$ cat config.mk
export PLATFORM = sky130hd
export DESIGN_NAME = telemetry_rx
export DESIGN_NICKNAME = d
export VERILOG_FILES = /design/src/rtl/telemetry_rx.sv
export SDC_FILE = /design/constraint.sdc
export NUM_CORES = 1
export LEC_CHECK = 0
export ABC_CLOCK_PERIOD_IN_PS = 2330
export CAP_MARGIN = 20
export CORE_MARGIN = 8
export CORE_UTILIZATION = 58
export CTS_CLUSTER_DIAMETER = 50
export CTS_CLUSTER_SIZE = 8
export DETAILED_ROUTE_END_ITERATION = 6
export PLACE_DENSITY = 0.78
export SYNTH_ARGS = -nofsm -noshare
export SYNTH_HDL_FRONTEND = slang
export SYNTH_SLANG_ARGS = --single-unit
$ cat constraint.sdc
create_clock -name clk -period 2.33 [get_ports clk]
set_input_delay 0.466 -clock clk [delete_from_list [all_inputs] [get_ports clk]]
set_output_delay 0.466 -clock clk [all_outputs]
set_load 0.005 [all_outputs]
$ cat src/rtl/telemetry_rx.sv
// Telemetry link receiver: 8N1 UART deserializer feeding a packet framer that
// recognises 0xAA 0x55 headers and publishes registered 12-bit telemetry fields.
module telemetry_rx #(
  parameter int BAUD_DIV = 2604,
  parameter int TO_BITS  = 20
) (
  input  logic        clk,
  input  logic        rst_n,
  input  logic        RX,
  output logic [11:0] batt_v,
  output logic [11:0] avg_curr,
  output logic [11:0] avg_torque,
  output logic        pkt_vld,
  output logic        pkt_err,
  output logic [7:0]  pkt_cnt
);

  // Half-bit load is one short to absorb the cycle spent detecting the edge.
  localparam logic [15:0] HALF_LD  = 16'(BAUD_DIV / 2 - 1);
  localparam logic [15:0] BIT_LD   = 16'(BAUD_DIV - 1);
  localparam logic [21:0] TO_LIMIT = 22'(TO_BITS * BAUD_DIV);

  typedef enum logic [1:0] {B_IDLE, B_START, B_DATA, B_STOP} bstate_t;
  typedef enum logic [1:0] {P_WAIT_AA, P_WAIT_55, P_PAYLOAD} pstate_t;

  logic        rx_s1, rx_s2, rx_prev;
  bstate_t     bstate, b_nxt;
  logic [15:0] bit_cnt, cnt_nxt;
  logic [2:0]  bit_idx, idx_nxt;
  logic [7:0]  shreg, sh_nxt;
  logic        byte_rdy, rdy_nxt, frame_err, ferr_nxt;

  pstate_t     pstate, p_nxt;
  logic [2:0]  pidx;
  logic [3:0]  sh_bh, sh_ch, sh_th;
  logic [7:0]  sh_bl, sh_cl;
  logic [21:0] to_cnt;
  logic        to_hit, done;

  // NOTE: sequential state always uses non-blocking assignments so every flop
  // samples the pre-edge values regardless of block ordering.
  always_ff @(posedge clk or negedge rst_n) begin
    if (!rst_n) begin
      rx_s1   <= 1'b1;
      rx_s2   <= 1'b1;
      rx_prev <= 1'b1;
    end else begin
      rx_s1   <= RX;
      rx_s2   <= rx_s1;
      rx_prev <= rx_s2;
    end
  end

  always_comb begin
    // NOTE: every signal gets a default first so no branch can infer a latch.
    b_nxt    = bstate;
    cnt_nxt  = bit_cnt;
    idx_nxt  = bit_idx;
    sh_nxt   = shreg;
    rdy_nxt  = 1'b0;
    ferr_nxt = 1'b0;
    case (bstate)
      B_IDLE: if (!rx_s2 && rx_prev) begin
        b_nxt   = B_START;
        cnt_nxt = HALF_LD;
      end
      B_START: if (bit_cnt == 16'd0) begin
        b_nxt   = rx_s2 ? B_IDLE : B_DATA;
        cnt_nxt = BIT_LD;
        idx_nxt = 3'd0;
      end else cnt_nxt = bit_cnt - 16'd1;
      B_DATA: if (bit_cnt == 16'd0) begin
        sh_nxt  = {rx_s2, shreg[7:1]};
        cnt_nxt = BIT_LD;
        idx_nxt = bit_idx + 3'd1;
        if (bit_idx == 3'd7) b_nxt = B_STOP;
      end else cnt_nxt = bit_cnt - 16'd1;
      B_STOP: if (bit_cnt == 16'd0) begin
        b_nxt    = B_IDLE;
        rdy_nxt  = rx_s2;
        ferr_nxt = !rx_s2;
      end else cnt_nxt = bit_cnt - 16'd1;
      default: b_nxt = B_IDLE;
    endcase
  end

  always_ff @(posedge clk or negedge rst_n) begin
    if (!rst_n) begin
      bstate    <= B_IDLE;
      bit_cnt   <= '0;
      bit_idx   <= '0;
      shreg     <= '0;
      byte_rdy  <= 1'b0;
      frame_err <= 1'b0;
    end else begin
      bstate    <= b_nxt;
      bit_cnt   <= cnt_nxt;
      bit_idx   <= idx_nxt;
      shreg     <= sh_nxt;
      byte_rdy  <= rdy_nxt;
      frame_err <= ferr_nxt;
    end
  end

  // A byte arriving in the same cycle the idle limit is reached wins.
  assign to_hit = (pstate != P_WAIT_AA) && (bstate == B_IDLE) && !byte_rdy &&
                  (to_cnt == TO_LIMIT - 22'd1);
  assign done   = byte_rdy && (pstate == P_PAYLOAD) && (pidx == 3'd5);

  always_comb begin
    p_nxt = pstate;
    if (frame_err || to_hit) p_nxt = P_WAIT_AA;
    else if (byte_rdy) begin
      case (pstate)
        P_WAIT_AA: if (shreg == 8'hAA) p_nxt = P_WAIT_55;
        P_WAIT_55: begin
          if (shreg == 8'h55)      p_nxt = P_PAYLOAD;
          else if (shreg != 8'hAA) p_nxt = P_WAIT_AA;
        end
        P_PAYLOAD: if (pidx == 3'd5) p_nxt = P_WAIT_AA;
        default:   p_nxt = P_WAIT_AA;
      endcase
    end
  end

  always_ff @(posedge clk or negedge rst_n) begin
    if (!rst_n) begin
      pstate <= P_WAIT_AA;
      pidx   <= '0;
      to_cnt <= '0;
    end else begin
      pstate <= p_nxt;
      if (byte_rdy && pstate == P_WAIT_55)      pidx <= 3'd0;
      else if (byte_rdy && pstate == P_PAYLOAD) pidx <= pidx + 3'd1;
      if (pstate == P_WAIT_AA || byte_rdy || to_hit) to_cnt <= '0;
      else if (bstate == B_IDLE)                     to_cnt <= to_cnt + 22'd1;
    end
  end

  // NOTE: shadow bytes carry no reset; they reach the outputs only after a
  // complete packet has rewritten every one of them.
  always_ff @(posedge clk) begin
    if (byte_rdy && pstate == P_PAYLOAD) begin
      case (pidx)
        3'd0:    sh_bh <= shreg[3:0];
        3'd1:    sh_bl <= shreg;
        3'd2:    sh_ch <= shreg[3:0];
        3'd3:    sh_cl <= shreg;
        3'd4:    sh_th <= shreg[3:0];
        default: ;
      endcase
    end
  end

  always_ff @(posedge clk or negedge rst_n) begin
    if (!rst_n) begin
      batt_v     <= '0;
      avg_curr   <= '0;
      avg_torque <= '0;
      pkt_cnt    <= '0;
      pkt_vld    <= 1'b0;
      pkt_err    <= 1'b0;
    end else begin
      if (done) begin
        batt_v     <= {sh_bh, sh_bl};
        avg_curr   <= {sh_ch, sh_cl};
        avg_torque <= {sh_th, shreg};
        pkt_cnt    <= pkt_cnt + 8'd1;
      end
      pkt_vld <= done;
      pkt_err <= frame_err || to_hit;
    end
  end

endmodule
==> flow_summary.ini, run 1 <==
[flow_run]
max-cap-violations = 0

[finish]
drive_gt1_frac = 0.100
antenna_cells = 0
fin_nets = 653
nFillCells = 702
syn2layout_area_growth_pct = 21.4

[yosys]
synthTopCellsByArea = dfrtp_1, edfxtp_1, nand2_1
synth_top_area_share = 0.432
ys.flop_type = dfrtp_1
muxShareOfSynthArea = 0.0183
synth-edff-count = 28
yosysWarnings = 0
yosysTopAreaCell = dfrtp_1
synth_compound_area_frac = 0.0656
synth-seq-area-share = 0.585
yosysMostFrequentCell = nand2_1
synth-xor-area-share = 0.0407
synth_top_family_by_area = simple AND/OR/NAND/NOR gates
syn_inst = 570
synth_cell_types = 64
synth_fa_ha_area_frac = 0.0332
ys_ff_latch = 135
post_synth_most_frequent_cells = nand2_1, dfrtp_1, nor2_1
synth_area_mm2 = 0.00602
avgSynthCellArea_um2 = 10.6
synth_nets = 589
synth_simple_gate_area_frac = 0.232
synthArstFlopShare = 0.793

[critical_path]
worstPathCellList = inv_1 -> ha_1 -> nor4b_2 -> nand4_2 -> o21ai_1 -> o21ai_0 -> a21o_1
slowest_stage = dfrtp_1
worstPathArrival_ns = 2.61
end_kind = register
worst-setup-path-type = register to register
cp-start-kind = register
cp.required_ns = 2.74
path_max_fanout = 10
crit_path_max_incr_delay_ns = 0.41

[global_route]
grt_max_degree = 41
track_usage = 0.195
grt_pass1_wl_um = 22100
grt_pass1_vias = 4503
grt_overflow = 0
antenna_found_initial = 0

[sta]
fin_setup_tns_ns = 0
rsz0062_at_grt = false
tightest_slew_ns = 0.839
worst_slack_ns = 0.136
min_period_ns = 2.19
max_freq_ghz = 0.456
finClkSkew_ns = 0.0151
final-hold-violation-count = 0
slew_headroom = 0.438
fin_crit_sh = 0.942
slew_violations = 0
finalSetupViolations = 0

[die]
num_rows = 37
ios = 49
die-area_mm2 = 0.0139
die_h_um = 118
core_region_area_mm2 = 0.0102
start_util = 0.591
die_x_um = 118

[pwr]
leakagePower_nw = 3.23
total_power_w = 0.00651
p_per_area_mw_per_mm2 = 890
ir_drop_v = 0.000519

[clocking]
cts_tree = yes
cts_root_buffer = clkbuf_8
clock_sinks = 135
htreeDepth = 4
worstSkewPairLatency_ns = 0.53
cts_buffers = 17
cts_buffer_depth = 2
clk_pin_slew_ns = 0.06

[detailed_routing]
wl_um = 12700
vias = 4491
wl_per_cell_um = 16.3
postRouteAntennaNets = 0
drt_pass1_iterations = 5
drt_iter0_markers = 273
via_per_inst = 5.74
route.detailed.drc = 0

[place]
gp_congestion = 0.877
post-place-ws_ns = 0.227
hpwlAfterDp_um = 8480
io_buffers = 48

[run_status]
outcome = finished clean

[min_path]
holdCritPathClass = input port to register
[worst paths after layout]
check                      startpoint       endpoint  slack (ns)  cells after the start
setup / recovery           bit_cnt[0]     bit_cnt[6]        0.14                      7
hold / removal                     RX          rx_s1        0.35                      1
setup reg to reg           bit_cnt[0]     bit_cnt[6]        0.14                      7
hold reg to reg                 rx_s1          rx_s2        0.36                      0
max in group asynchronous       rst_n          rx_s1        1.18                      3
min in group asynchronous       rst_n  avg_torque[1]        0.46                      2
[metrics by stage]
step,area [um2],cells,hold WS (ns),util
3_3_place_gp,6730,750,0.347,0.661
2_1_floorplan,6020,570,0.170,-
6_report,7310,783,0.347,0.718
4_1_cts,7310,783,0.320,0.717
5_1_grt,7310,783,0.339,0.718
3_5_place_dp,6730,750,0.348,0.661
[metal layers]
layer  GRT usage  up-vias  part of all wire
li1            -     2113                 -
met1       0.240     2218              0.44
met2       0.314      138              0.49
met3      0.0576       22             0.053
met4      0.0809        0             0.019
met5           0        -                 0
[logic make-up (layout without fill, tap and decap cells)]
group | count (synthesis) | count (layout)
AOI/OAI and AO/OA | 57 | 57
xor gates and xnor gates | 28 | 28
adders and majority gates | 16 | 16
buffers and inverters | 36 | 113
DFF | 135 | 135
muxes | 10 | 10
and+or+nand+nor | 288 | 288
[layout make-up]
| type | instances | area, um2 | area share |
|---|---|---|---|
| Inverter | 15 | 56.3 | 0.00770 |
| Multi-Input combinational cell | 399 | 2360 | 0.322 |
| Tap cell | 136 | 170 | 0.0233 |
| Sequential cell | 135 | 3520 | 0.482 |
| Timing Repair Buffer | 66 | 641 | 0.0876 |
| Clock inverter | 15 | 151 | 0.0207 |
| Clock buffer | 17 | 414 | 0.0566 |
[what timing repair did]
item                                   CTS  global route
endpoints found under the hold margin   37             0
setup buffers                            0             0
resized for setup                        0             1
hold buffers                             1             0
setup endpoints to repair                0             4
[power breakdown]
group / leakage, nW / internal [W] / switching [W] / total, W
Clock: 0.266 / 0.00152 / 0.00103 / 0.00255
Sequential: 1.73 / 0.00251 / 0.000156 / 0.00267
Combinational: 1.24 / 0.000495 / 0.000795 / 0.00129
Total: 3.23 / 0.00453 / 0.00198 / 0.00651
[state kept, by name (all words and copies together), names as in the netlist, 2 cells and up, named ones only]
name / flops
sh_bl: 8
avg_torque: 12
batt_v: 12
sh_ch: 4
bit_idx: 3
bit_cnt: 16
sh_th: 4
avg_curr: 12
to_cnt: 22
pstate: 2
pkt_cnt: 8
shreg: 8
pidx: 3
sh_bh: 4
sh_cl: 8
[cells in the final DEF (no fill, tap or decap), types with 7 or more instances in the layout]
cell type,synthesis,layout
nand4_1,19,19
a22o_1,8,8
inv_1,14,14
ha_1,16,16
xnor2_1,22,22
nand3_1,12,12
nor3_1,16,16
clkbuf_16,0,16
mux2_1,7,7
nor2_1,44,44
o21ai_0,8,8
buf_4,1,16
clkdlybuf4s50_1,0,47
edfxtp_1,28,28
nor4_1,8,8
a21oi_1,11,11
nand2_1,146,146
dfrtp_1,104,104
[worst max-delay path, delay by kind of cell (launching register included)]
| kind | cells | cell delay [ns] |
|---|---|---|
| compound gates | 3 | 0.70 |
| fa+ha+maj | 1 | 0.16 |
| buf+inv | 1 | 0.11 |
| flops | 1 | 0.41 |
| simple gates | 2 | 0.71 |
(Power assumes the default switching activity.)
==> inputs of run 2 (changes only) <==
--- a/config.mk
+++ b/config.mk
@@ -7,12 +7,15 @@
 export LEC_CHECK = 0
 export ABC_CLOCK_PERIOD_IN_PS = 2330
 export CAP_MARGIN = 20
+export CELL_PAD_IN_SITES_DETAIL_PLACEMENT = 0
+export CELL_PAD_IN_SITES_GLOBAL_PLACEMENT = 2
+export CORE_ASPECT_RATIO = 2
 export CORE_MARGIN = 8
-export CORE_UTILIZATION = 58
+export CORE_UTILIZATION = 38
 export CTS_CLUSTER_DIAMETER = 50
 export CTS_CLUSTER_SIZE = 8
 export DETAILED_ROUTE_END_ITERATION = 6
-export PLACE_DENSITY = 0.78
+export PLACE_DENSITY = 0.77
 export SYNTH_ARGS = -nofsm -noshare
 export SYNTH_HDL_FRONTEND = slang
 export SYNTH_SLANG_ARGS = --single-unit
==> run 2 against run 1 <==
Non-clock buffer count rose by 4; core utilization fell by 24 points; first-iteration DRC count fell by 55%; global-route usage fell by 5.8 points; register-to-register slack improved by 0.09 ns; via count fell by 6.2%; count of clock-buffer cells in the layout rose by 2; highest routed layer unchanged.
==> flow_summary.ini, run 2 (synthesized netlist as in run 1, its figures left out) <==
[detailed_routing]
drt_pass1_iterations = 4
wl_um = 13200
route.detailed.drc = 0
wl_per_cell_um = 15.4
drt_iter0_markers = 122
via_per_inst = 4.94
vias = 4211
postRouteAntennaNets = 0

[finish]
largest_register_ffs = 22
final_util = 0.476
nFillCells = 1526
syn2layout_area_growth_pct = 23.3
fin_nets = 657
final_common_cell = nand2_1
drive_gt1_frac = 0.108
final_cell_count_no_fill = 852
top_register = to_cnt
antenna_cells = 0
reg.largest.list = to_cnt: 22 flops, bit_cnt: 16 flops
final_cell_mix = nand2_1, dfrtp_1, clkdlybuf4s50_1, nor2_1, edfxtp_1

[clocking]
cts_tree = yes
hold_buffers = 1
cts_root_buffer = clkbuf_16
post_cts_buffers = 0
cts_buffers = 17
ctsResizeCount = 0
clk_pin_slew_ns = 0.06
cts_buffer_depth = 2
worstSkewPairLatency_ns = 0.41
htreeDepth = 4
clock_sinks = 135

[sta]
max_freq_ghz = 0.476
slew_violations = 0
rsz0062_at_grt = false
worst_slack_ns = 0.230
final-hold-violation-count = 0
tightest_slew_ns = 0.496
finClkSkew_ns = 0.0125
finalSetupViolations = 0
slew_headroom = 0.668
fin_crit_sh = 0.901
min_period_ns = 2.10
fin_setup_tns_ns = 0

[global_route]
grt_pass1_wl_um = 22600
grt_max_degree = 39
antenna_found_initial = 0
grt_overflow = 0
grt_pass1_vias = 4355
track_usage = 0.136

[critical_path]
reg2regPathDepth = 8
path_buf_inv = 2
worstPathCellList = inv_1 -> ha_1 -> nor4b_2 -> nand4_2 -> o21ai_2 -> buf_4 -> a21oi_1 -> o22a_1
worstPathArrival_ns = 2.40
r2r_end = bit_cnt[11]
path_max_fanout = 15
r2r_start = bit_cnt[0]
cp.required_ns = 2.63
end_kind = register
slowest_stage = dfrtp_1
cp-start-kind = register
worst-setup-path-type = register to register
crit_path_max_incr_delay_ns = 0.40
critPathTopFamily = simple AND/OR/NAND/NOR gates
rrSetupSlack_ns = 0.23

[min_path]
hold_depth = 0
hold_start = rx_s1
min_to = rx_s2
holdCritPathClass = register to register

[pwr]
p_per_area_mw_per_mm2 = 878
leakagePower_nw = 3.27
ir_drop_v = 0.000591

[die]
die_x_um = 105
start_util = 0.386
core_region_area_mm2 = 0.0156
ios = 49
die-area_mm2 = 0.0204
num_rows = 65
die_h_um = 194

[place]
post-place-ws_ns = 0.267
dp_cells = 819
gp_congestion = 0.789
io_buffers = 48
hpwlAfterDp_um = 9280

[flow_run]
max-cap-violations = 0

[run_status]
outcome = finished clean
[run 2: changes by cell type in the layout (fill, tap and decap cells not counted)]
cell	before	now
inv_6	3	4
clkbuf_16	16	17
o21ai_2	0	1
clkinvlp_4	4	2
buf_12	2	3
buf_4	16	19
clkinv_1	2	0
bufinv_16	2	1
o21ai_4	1	0
clkbuf_1	0	1
inv_4	0	2
[run 2: area by class of cell]
type / instances / area, um2 / area share
Sequential cell: 135 / 3520 / 0.474
Multi-Input combinational cell: 399 / 2350 / 0.317
Tap cell: 201 / 251 / 0.0339
Timing Repair Buffer: 70 / 683 / 0.0920
Clock inverter: 13 / 120 / 0.0162
Clock buffer: 19 / 443 / 0.0596
Inverter: 15 / 56.3 / 0.00758
[run 2: metal layers]
metal  part of all wire  wire length (um)  track usage
met2               0.50              6510        0.224
met1               0.46              6020        0.166
met5                  0                 0            0
met3              0.032               415       0.0316
met4              0.015               199       0.0575
[run 2: worst max-delay path by stage]
stage	start	endpoint	slack, ns	cells past startpoint
final	bit_cnt[0]	bit_cnt[11]	0.23	8
after global routing	bit_cnt[1]	bit_cnt[11]	0.004	8
after CTS	bit_cnt[0]	bit_cnt[8]	0.25	8
after detailed placement	bit_cnt[0]	bit_cnt[11]	0.27	8
after global placement	bstate[0]	bit_cnt[10]	0.29	7
after floorplan	bstate[0]	to_cnt[12]	0.36	9
[run 2: worst reg2reg max path, stage by stage, from the launching register on]
cell,delay [ns]
dfrtp_1,0.40
inv_1,0.11
ha_1,0.15
nor4b_2,0.29
nand4_2,0.33
o21ai_2,0.23
buf_4,0.24
a21oi_1,0.07
o22a_1,0.17
[run 2: where the power goes]
group          switching (W)  internal [W]  leakage [nW]
sequential          0.000145       0.00251          1.73
clock                0.00105       0.00151         0.275
combinational       0.000797      0.000503          1.26
[run 2: through the flow]
stage                     hold WS [ns]  instance area, um2  total power (W)
after floorplan                  0.170                6020          0.00358
after global placement           0.347                6850          0.00399
after detailed placement         0.350                6850          0.00399
after CTS                        0.358                7430          0.00660
after global routing             0.363                7430          0.00685
final                            0.356                7430          0.00652
==> inputs of run 3 (changes only) <==
--- a/config.mk
+++ b/config.mk
@@ -5,17 +5,18 @@
 export SDC_FILE = /design/constraint.sdc
 export NUM_CORES = 1
 export LEC_CHECK = 0
+export ABC_AREA = 1
 export ABC_CLOCK_PERIOD_IN_PS = 2330
 export CAP_MARGIN = 20
 export CELL_PAD_IN_SITES_DETAIL_PLACEMENT = 0
 export CELL_PAD_IN_SITES_GLOBAL_PLACEMENT = 2
 export CORE_ASPECT_RATIO = 2
 export CORE_MARGIN = 8
-export CORE_UTILIZATION = 38
+export CORE_UTILIZATION = 36
 export CTS_CLUSTER_DIAMETER = 50
 export CTS_CLUSTER_SIZE = 8
 export DETAILED_ROUTE_END_ITERATION = 6
-export PLACE_DENSITY = 0.77
+export PLACE_DENSITY = 0.78
 export SYNTH_ARGS = -nofsm -noshare
 export SYNTH_HDL_FRONTEND = slang
 export SYNTH_SLANG_ARGS = --single-unit
==> run 3 against run 2 <==
Flip-flop and latch count did not move; count of clock-buffer cells in the layout rose by 3; maximum frequency rose by 6.7%; routed wire length rose by 10%; final area rose by 4.3%; critical path type unchanged.
==> flow_summary.ini, run 3 <==
[die]
die_h_um = 205
core_region_area_mm2 = 0.0176
start_util = 0.364
die-area_mm2 = 0.0226
num_rows = 69
die_x_um = 110
ios = 49

[sta]
slew_headroom = 0.610
slew_violations = 0
worst_slack_ns = 0.361
finClkSkew_ns = 0.00901
final-hold-violation-count = 0
rsz0062_at_grt = false
finalSetupViolations = 0
fin_setup_tns_ns = 0
tightest_slew_ns = 0.584
min_period_ns = 1.97
max_freq_ghz = 0.508
fin_crit_sh = 0.845

[place]
io_buffers = 48
hpwlAfterDp_um = 10700
gp_congestion = 0.805
post-place-ws_ns = 0.339
dpl-instance-area_mm2 = 0.00718

[clocking]
cts_root_buffer = clkbuf_16
cts_buffers = 17
worstSkewPairLatency_ns = 0.41
clock_sinks = 135
htreeDepth = 4
clk_pin_slew_ns = 0.06
cts_tree = yes
cts_buffer_depth = 2

[critical_path]
r2r_start = bstate[0]
cp.required_ns = 2.67
cp-start-kind = register
worstPathCellList = inv_1 -> ha_1 -> nand2_4 -> nor2_4 -> nand3_2 -> nor2_2 -> nor2_2 -> o21ai_0 -> nor2_1
crit_path_max_incr_delay_ns = 0.45
crit_top_cell = nor2_2
path_max_fanout = 12
reg2regPathDepth = 9
r2r_end = to_cnt[11]
end_kind = register
worst-setup-path-type = register to register
crit_end = to_cnt[11]
rrSetupSlack_ns = 0.36
worstPathArrival_ns = 2.31
slowest_stage = nor2_2
startpoint = bstate[0]

[yosys]
ys.flop_type = dfrtp_1
synthTopCellsByArea = dfrtp_1, nand2_1, edfxtp_1
synth_area_mm2 = 0.00640
avgSynthCellArea_um2 = 8.61
synth_top_area_share = 0.406
synth_nets = 763
synth_cell_types = 34
post_synth_most_frequent_cells = nand2_1, dfrtp_1, nor2_1
yosysMostFrequentCell = nand2_1
syn_inst = 744
synth-seq-area-share = 0.550
yosysTopAreaCell = dfrtp_1
synth-edff-count = 28
yosysWarnings = 0
ys_ff_latch = 135
synthArstFlopShare = 0.793

[detailed_routing]
drt_iter0_markers = 205
vias = 4814
wl_um = 14500
wl_per_cell_um = 14.0
drt_pass1_iterations = 4
via_per_inst = 4.64
postRouteAntennaNets = 0
route.detailed.drc = 0

[global_route]
grt_overflow = 0
grt_pass1_vias = 5017
antenna_found_initial = 0
grt_max_degree = 47
grt_pass1_wl_um = 25000
track_usage = 0.142

[finish]
top_register = to_cnt
reg.largest.list = to_cnt: 22 flops, bit_cnt: 16 flops
antenna_cells = 0
multiInputGateArea_mm2 = 0.00254
stdcell_area_mm2 = 0.00774
final_common_cell = nand2_1
syn2layout_area_growth_pct = 21.0
final_cell_mix = nand2_1, dfrtp_1, nor2_1, inv_1, clkdlybuf4s50_1
drive_gt1_frac = 0.0922
final_util = 0.440
nFillCells = 1784
fin_nets = 830
largest_register_ffs = 22
seq_area_mm2 = 0.00352

[pwr]
total_power_w = 0.00624
ir_drop_v = 0.000472
p_per_area_mw_per_mm2 = 806
leakagePower_nw = 3.48

[min_path]
hold_start = rx_s1
holdCritPathClass = register to register

[flow_run]
max-cap-violations = 0

[run_status]
outcome = finished clean
run 3: cell count changes in the layout (fill, tap and decap cells not counted), sizes merged, moves of 10 or more:
cell   change
buf       -10
inv       +53
nand2    +108
nand3     +27
nor2      +69
nor4      -13
o21ai     +17
xnor2     -17
run 3: layout make-up:
cell class,count,share of cell area
clock inverters,10,0.0123
flip-flops and latches,135,0.455
inverters,73,0.0355
multi-input cells,524,0.328
repair buffers,60,0.0753
well taps,213,0.0344
clock buffers,22,0.0599
run 3: logic make-up (layout without fill, tap and decap cells):
family                   Yosys count  in the layout  share of synthesized area
AND/OR/NAND/NOR                  441            441                      0.299
flip-flops                       135            135                      0.550
buffers and inverters             85            165                     0.0534
AO/OA/AOI/OAI                     50             50                     0.0434
XOR/XNOR                          17             17                     0.0233
adder cells (fa/ha/maj)           16             16                     0.0313
run 3: worst max-delay path: cells and delay by family, from the launching register on:
kind | cells | cell delay, ns
buffers and inverters | 1 | 0.10
AOI/OAI and AO/OA | 1 | 0.17
adders and majority gates | 1 | 0.31
DFF | 1 | 0.43
and+or+nand+nor | 6 | 0.89
run 3: how the worst min path moves through the flow:
stage	slack (ns)	to	cells past startpoint
final	0.35	rx_s2	0
after global placement	0.35	rx_s2	0
after CTS	0.36	rx_s2	0
after detailed placement	0.35	rx_s2	0
after global routing	0.36	rx_s2	0
after floorplan	0.17	asynchronous set/reset pin	0
run 3: through the flow:
| stage | hold WS [ns] | instances |
|---|---|---|
| floorplan | 0.170 | 744 |
| global placement | 0.346 | 1004 |
| detailed placement | 0.347 | 1004 |
| CTS | 0.356 | 1037 |
| global route | 0.357 | 1037 |
| finish | 0.355 | 1037 |
run 3: layer usage:
layer,vias up,track usage,share of wire
li1,2506,-,-
met4,0,0.0570,0.019
met5,-,0,0
met3,21,0.0302,0.042
met1,2210,0.166,0.44
met2,77,0.242,0.50
run 3: timing repair:
| item | in CTS | in global routing |
|---|---|---|
| gates resized for setup | 0 | 0 |
| hold buffers | 1 | 0 |
| endpoints found under the hold margin | 26 | 0 |
| setup buffers | 0 | 0 |
run 3: power breakdown:
group	switching, W	leakage [nW]	total, W	internal (W)
Sequential	0.0000921	1.75	0.00258	0.00249
Clock	0.00101	0.273	0.00254	0.00153
Combinational	0.000765	1.46	0.00112	0.000351
Total	0.00187	3.48	0.00624	0.00437
